===== src/rtl/grid_pkg.sv =====
// Shared definitions for the grid data bus: unit counts, destination index ranges and FSM encodings.
// The CHECK encoding is only reached when the design is built with GRID_CHECK_EN.
package grid_pkg;

    localparam int NUM_CORES = 6;
    localparam int NUM_L3    = 4;
    localparam int NUM_RAM   = 2;
    localparam int NUM_DEST  = NUM_CORES + NUM_L3 + NUM_RAM;

    localparam int DEST_W         = 4;
    localparam int BYTES_PER_WORD = 4;

    // Destination index ranges, in the same order the round-robin visits them.
    localparam int CORE_FIRST = 0;
    localparam int CORE_LAST  = NUM_CORES - 1;
    localparam int L3_FIRST   = NUM_CORES;
    localparam int L3_LAST    = NUM_CORES + NUM_L3 - 1;
    localparam int RAM_FIRST  = NUM_CORES + NUM_L3;
    localparam int RAM_LAST   = NUM_DEST - 1;

    typedef enum logic [1:0] {
        ST_COLLECT = 2'd0,
        ST_CHECK   = 2'd1,
        ST_HOLD    = 2'd2
    } state_e;

    typedef enum logic [1:0] {
        DC_CORE = 2'd0,
        DC_L3   = 2'd1,
        DC_RAM  = 2'd2
    } dest_class_e;

    function automatic dest_class_e dest_class(input logic [DEST_W-1:0] idx);
        dest_class_e cls;
        cls = DC_CORE;
        if (int'(idx) >= RAM_FIRST) begin
            cls = DC_RAM;
        end else if (int'(idx) >= L3_FIRST) begin
            cls = DC_L3;
        end
        return cls;
    endfunction

endpackage


===== src/rtl/grid_fold8.sv =====
// 32->8 XOR fold: the checksum of a grid bus word. Shared with the outbound path so the
// checksum is defined in exactly one place.
module grid_fold8 (
    input  logic [31:0] word_in,
    output logic [7:0]  fold_out
);

    logic [7:0] partial [0:3];

    generate
        for (genvar gi = 0; gi < 4; gi++) begin : g_fold
            if (gi == 0) begin : g_first
                assign partial[gi] = word_in[7:0];
            end else begin : g_rest
                assign partial[gi] = partial[gi-1] ^ word_in[8*gi +: 8];
            end
        end
    endgenerate

    assign fold_out = partial[3];

endmodule


===== src/rtl/grid_word_dispatch.sv =====
// Rebuilds big-endian 32-bit words from the inbound byte stream and hands them round-robin to
// the grid units. Define GRID_CHECK_EN for 5-byte frames with a fold8 check byte and error stats.
module grid_word_dispatch #(
    parameter int NUM_DEST  = grid_pkg::NUM_DEST,
    parameter int ERR_CNT_W = 8
) (
    input  logic                 clk,
    input  logic                 rst_n,
    input  logic [7:0]           byte_in,
    input  logic                 byte_valid,
    output logic                 byte_ready,
    output logic [31:0]          word_out,
    output logic                 word_valid,
    input  logic                 word_ready,
    output logic [3:0]           dest_sel,
    output logic                 err_pulse,
    output logic [ERR_CNT_W-1:0] err_cnt
);

    import grid_pkg::*;

    state_e      state_q, state_d;
    logic [1:0]  cnt_q, cnt_d;
    logic [31:0] asm_q, asm_d;
    logic [31:0] word_q, word_d;
    logic [3:0]  dest_q, dest_d;
    logic        byte_ready_q, byte_ready_d;
    logic        word_valid_q, word_valid_d;

    logic        byte_xfer;
    logic        word_xfer;
    logic [31:0] asm_shift;

`ifdef GRID_CHECK_EN
    logic                 err_pulse_q, err_pulse_d;
    logic [ERR_CNT_W-1:0] err_cnt_q, err_cnt_d;
    logic [7:0]           fold;

    grid_fold8 u_fold (
        .word_in  (asm_q),
        .fold_out (fold)
    );
`endif

    assign byte_xfer = byte_valid && byte_ready_q;
    assign word_xfer = word_valid_q && word_ready;
    // Shifting left keeps the first byte of the frame in [31:24] once all four have arrived.
    assign asm_shift = {asm_q[23:0], byte_in};

    always_comb begin
        state_d      = state_q;
        cnt_d        = cnt_q;
        asm_d        = asm_q;
        word_d       = word_q;
        dest_d       = dest_q;
        byte_ready_d = byte_ready_q;
        word_valid_d = word_valid_q;
`ifdef GRID_CHECK_EN
        err_pulse_d  = 1'b0;
        err_cnt_d    = err_cnt_q;
`endif

        case (state_q)
            ST_COLLECT: begin
                if (byte_xfer) begin
                    asm_d = asm_shift;
                    cnt_d = cnt_q + 2'd1;
                    if (cnt_q == 2'd3) begin
`ifdef GRID_CHECK_EN
                        state_d = ST_CHECK;
`else
                        state_d      = ST_HOLD;
                        word_d       = asm_shift;
                        byte_ready_d = 1'b0;
                        word_valid_d = 1'b1;
`endif
                    end
                end
            end
`ifdef GRID_CHECK_EN
            ST_CHECK: begin
                if (byte_xfer) begin
                    if (byte_in == fold) begin
                        state_d      = ST_HOLD;
                        word_d       = asm_q;
                        byte_ready_d = 1'b0;
                        word_valid_d = 1'b1;
                    end else begin
                        // Dropped frame: word_out and dest_sel keep their previous values.
                        state_d     = ST_COLLECT;
                        err_pulse_d = 1'b1;
                        if (err_cnt_q != {ERR_CNT_W{1'b1}}) begin
                            err_cnt_d = err_cnt_q + ERR_CNT_W'(1);
                        end
                    end
                end
            end
`endif
            ST_HOLD: begin
                // byte_ready stays low on the transfer edge, which forces the bubble cycle.
                if (word_xfer) begin
                    state_d      = ST_COLLECT;
                    word_valid_d = 1'b0;
                    byte_ready_d = 1'b1;
                    dest_d       = (dest_q == 4'(NUM_DEST - 1)) ? 4'd0 : dest_q + 4'd1;
                end
            end
            default: begin
                state_d      = ST_COLLECT;
                cnt_d        = 2'd0;
                byte_ready_d = 1'b1;
                word_valid_d = 1'b0;
            end
        endcase
    end

    always_ff @(posedge clk) begin
        if (!rst_n) begin
            state_q      <= ST_COLLECT;
            cnt_q        <= 2'd0;
            asm_q        <= 32'd0;
            word_q       <= 32'd0;
            dest_q       <= 4'd0;
            byte_ready_q <= 1'b1;
            word_valid_q <= 1'b0;
`ifdef GRID_CHECK_EN
            err_pulse_q  <= 1'b0;
            err_cnt_q    <= '0;
`endif
        end else begin
            state_q      <= state_d;
            cnt_q        <= cnt_d;
            asm_q        <= asm_d;
            word_q       <= word_d;
            dest_q       <= dest_d;
            byte_ready_q <= byte_ready_d;
            word_valid_q <= word_valid_d;
`ifdef GRID_CHECK_EN
            err_pulse_q  <= err_pulse_d;
            err_cnt_q    <= err_cnt_d;
`endif
        end
    end

    assign byte_ready = byte_ready_q;
    assign word_valid = word_valid_q;
    assign word_out   = word_q;
    assign dest_sel   = dest_q;

`ifdef GRID_CHECK_EN
    assign err_pulse = err_pulse_q;
    assign err_cnt   = err_cnt_q;
`else
    assign err_pulse = 1'b0;
    assign err_cnt   = '0;
`endif

endmodule


===== config.mk =====
export PLATFORM = sky130hd
export DESIGN_NAME = grid_word_dispatch
export DESIGN_NICKNAME = d
export VERILOG_FILES = /design/src/rtl/grid_pkg.sv /design/src/rtl/grid_fold8.sv /design/src/rtl/grid_word_dispatch.sv
export SDC_FILE = /design/constraint.sdc
export NUM_CORES = 1
export LEC_CHECK = 0
export BUFFER_PORTS_ARGS = -buffer_cell sky130_fd_sc_hd__clkbuf_2
export CAP_MARGIN = 20
export CORE_MARGIN = 2
export CORE_UTILIZATION = 40
export CTS_BUF_LIST = sky130_fd_sc_hd__clkbuf_8 sky130_fd_sc_hd__clkbuf_16
export CTS_CLUSTER_SIZE = 16
export DETAILED_ROUTE_END_ITERATION = 8
export HOLD_SLACK_MARGIN = 0.05
export PLACE_DENSITY = 0.61
export SETUP_SLACK_MARGIN = 0.5
export SLEW_MARGIN = 20
export SYNTH_ARGS = -nofsm -noshare
export SYNTH_HDL_FRONTEND = slang
export SYNTH_SLANG_ARGS = --single-unit

===== constraint.sdc =====
create_clock -name clk -period 1.45 [get_ports clk]
set_clock_uncertainty 0.05 [all_clocks]
set_input_delay 0.2175 -clock clk [delete_from_list [all_inputs] [get_ports clk]]
set_output_delay 0.2175 -clock clk [all_outputs]
set_load 0.03 [all_outputs]

==> impl_metrics.py <==
metrics = {
    "job": {
        "cap_violations": 0,
    },
    "clocking": {
        "cts_tree": "built",
        "cts_made_buffers": 9,
        "clock_sinks": 64,
        "insertion_delay_ns": 0.34,
        "cts_root_buf": "clkbuf_8",
        "cts_buffer_depth": 2,
        "clk_pin_slew_ns": 0.07,
        "htreeDepth": 3,
    },
    "placement": {
        "dp.cells": 405,
        "io_buffer_count": 49,
        "dp_slack_ns": 0.207,
        "gp_congestion": 0.740,
        "hpwl_mm": 3.35,
    },
    "run_status": {
        "status": "completed",
    },
    "sta": {
        "fin_tns_setup_ns": 0,
        "setup_viol": 0,
        "period_share_pct": 88.4,
        "worst_slack_ns": 0.168,
        "drv_slew": 0,
        "hold_violations": 0,
        "max_freq_mhz": 780,
        "rsz0062_at_grt": "true",
        "period_needed_ns": 1.28,
    },
    "finish": {
        "final_common_cell": "nand2_1",
        "drive_gt1_share_pct": 43.5,
        "layout_common_cells": "105 x nand2_1, 52 x a21oi_1, 38 x buf_8",
        "final_core_util_pct": 64.1,
        "antenna_cells": 0,
        "nets": 379,
        "syn2layout_area_growth_pct": 57.6,
        "nFillCells": 492,
        "fin_cells": 445,
    },
    "worst_hold_path": {
        "worstHoldEndpoint": "word_out[5]",
        "holdCritStartpoint": "byte_in[5]",
        "holdPathStages": 3,
        "min_path_type": "in -> reg",
    },
    "critical_path": {
        "crit_chain": "ha_4 > and4b_4 > clkbuf_16 > nand2_1 > a21oi_1",
        "worstReg2RegStart": "cnt_q[0]",
        "cp_max_fo": 8,
        "rr_worst_depth": 5,
        "crit-reg2reg-capture": "word_out[9]",
        "r2r_slack_ns": 0.17,
        "slowest_delay_ns": 0.36,
        "critPathArrivalTime_ns": 1.50,
        "critical_path_class": "reg -> reg",
        "worstPathRequired_ns": 1.67,
        "worst_path_max_delay_cell": "dfxtp_2",
        "worstSetupEndpointType": "flip-flop",
        "worst_setup_path_start_kind": "flip-flop",
    },
    "global_routing": {
        "overflow": 0,
        "grt_pass1_vias": 1980,
        "grt_pass1_wl_mm": 9.28,
        "grt_start_max_net_pins": 63,
        "antenna_found_initial": 0,
        "grt.total_usage_pct": 18.9,
    },
    "logic_synthesis": {
        "post-synth-top-area-cell": "dfxtp_1",
        "netlist_area_um2": 2380,
        "yosys-top-cells-area": "dfxtp_1 54%, nand2_1 19%, a21oi_1 13%, buf_4 4.1%, buf_6 1.4%",
        "ys_seq_elements": 64,
        "yosysUniqueCellTypes": 26,
        "yosys_warnings": 0,
        "synthCells": 293,
        "seq_area_frac_synth_pct": 53.8,
        "synth_area_per_cell_um2": 8.12,
        "netlist.area_leader.share_pct": 53.8,
    },
    "detailed_routing": {
        "viasPerCell": 4.92,
        "wirelength_mm": 6.04,
        "wl_per_cell_um": 13.6,
        "first_iter_violations": 151,
        "ant_nets": 0,
        "remaining_drc_errors": 0,
        "dr.pass1.iters": 4,
        "vias": 2189,
    },
    "die": {
        "row_count": 28,
        "fp.dieW_um": 81.1,
        "io-pin-count": 59,
        "fp.coreArea_um2": 5850,
        "die_area_um2": 6580,
        "start_util_pct": 40.7,
        "die_y_um": 81.1,
    },
    "pwr": {
        "powerDensity_nw_per_um2": 991,
        "total_power_mw": 3.72,
        "leakage_nw": 1.45,
        "irDropWorstVdd_v": 0.000685,
    },
}
-- stage by stage --
stage	hold slack [ns]	cell area [um2]
floorplan	0.239	2480
global placement	0.374	2700
detailed placement	0.385	2700
CTS	0.0539	3510
global route	0.0612	3750
finish	0.0698	3750
-- logic make-up (layout without fill, tap and decap cells) --
family / Yosys count / after routing / synth area share (%)
adder cells (fa/ha/maj): 2 / 2 / 1.05
flip-flops: 64 / 64 / 53.8
AND/OR/NAND/NOR: 132 / 132 / 22.8
other: 1 / 9 / 0.158
AO/OA/AOI/OAI: 64 / 64 / 13.9
XOR/XNOR: 1 / 1 / 0.368
buffers and inverters: 29 / 98 / 7.83
-- sequential cells by signal (all words and copies together), names as in the netlist --
signal	count
asm_q	24
byte_ready	1
dest_sel	4
word_out	32
cnt_q	2
word_valid	1
-- area by class of cell --
class	count	area (um2)	share of cell area, %
Clock buffer	11	163	4.34
Sequential cell	64	1350	35.9
Inverter	2	7.51	0.200
Timing Repair Buffer	80	1020	27.1
Clock inverter	5	46.3	1.23
Tap cell	75	93.8	2.50
Multi-Input combinational cell	208	1080	28.7
-- worst max-delay path by stage --
stage	startpoint	to	depth (start not counted)
floorplan	cnt_q[0]	word_out[10]	6
global placement	cnt_q[1]	word_out[11]	5
detailed placement	cnt_q[1]	word_out[11]	5
CTS	cnt_q[1]	word_out[21]	5
global route	cnt_q[1]	word_out[27]	5
finish	cnt_q[0]	word_out[9]	5
-- Yosys cell counts (all sizes together) --
cell type and count:
a21oi 60, buf 21, o21a 1, nand4b 1, inv 2, dfxtp 64
and4b 1, nor3 1, a311o 1, xnor2 1, and3b 1, nand2b 1
nor2 1, a31oi 2, nand2 119, ha 2, nand3 4, or2b 1
clkbuf 6, conb 1, nand3b 1, or3 1
-- repair_timing --
action / CTS / global route
setup buffers: 10 / 3
pin swaps: 3 / 9
setup endpoints to repair: 101 / 102
endpoints found under the hold margin: 8 / 0
cloned: 2 / 3
hold buffers: 6 / 0
resized for setup: 123 / 69
-- layer usage --
metal	share of wire [%]	GRT usage (%)	vias up	routed length [um]
met5	0	0	-	0
met3	4.7	7.44	7	285
met2	50	29.2	59	3010
li1	-	-	1083	-
met1	44	24.1	1040	2680
met4	1.0	6.44	0	61
-- critical path: cells and delay by family, from the launching register on --
kind                     cells  cell delay, ns
adder cells (fa/ha/maj)      1            0.13
flip-flops                   1            0.36
buffers and inverters        1            0.18
AND/OR/NAND/NOR              2            0.36
AO/OA/AOI/OAI                1            0.12
-- power by group --
part / leakage, nW / switching, mW / internal [mW]
registers: 0.539 / 0.0366 / 1.79
logic: 0.789 / 0.178 / 0.137
clock network: 0.118 / 0.655 / 0.924
Note: power is estimated with default switching activity, not from simulation.
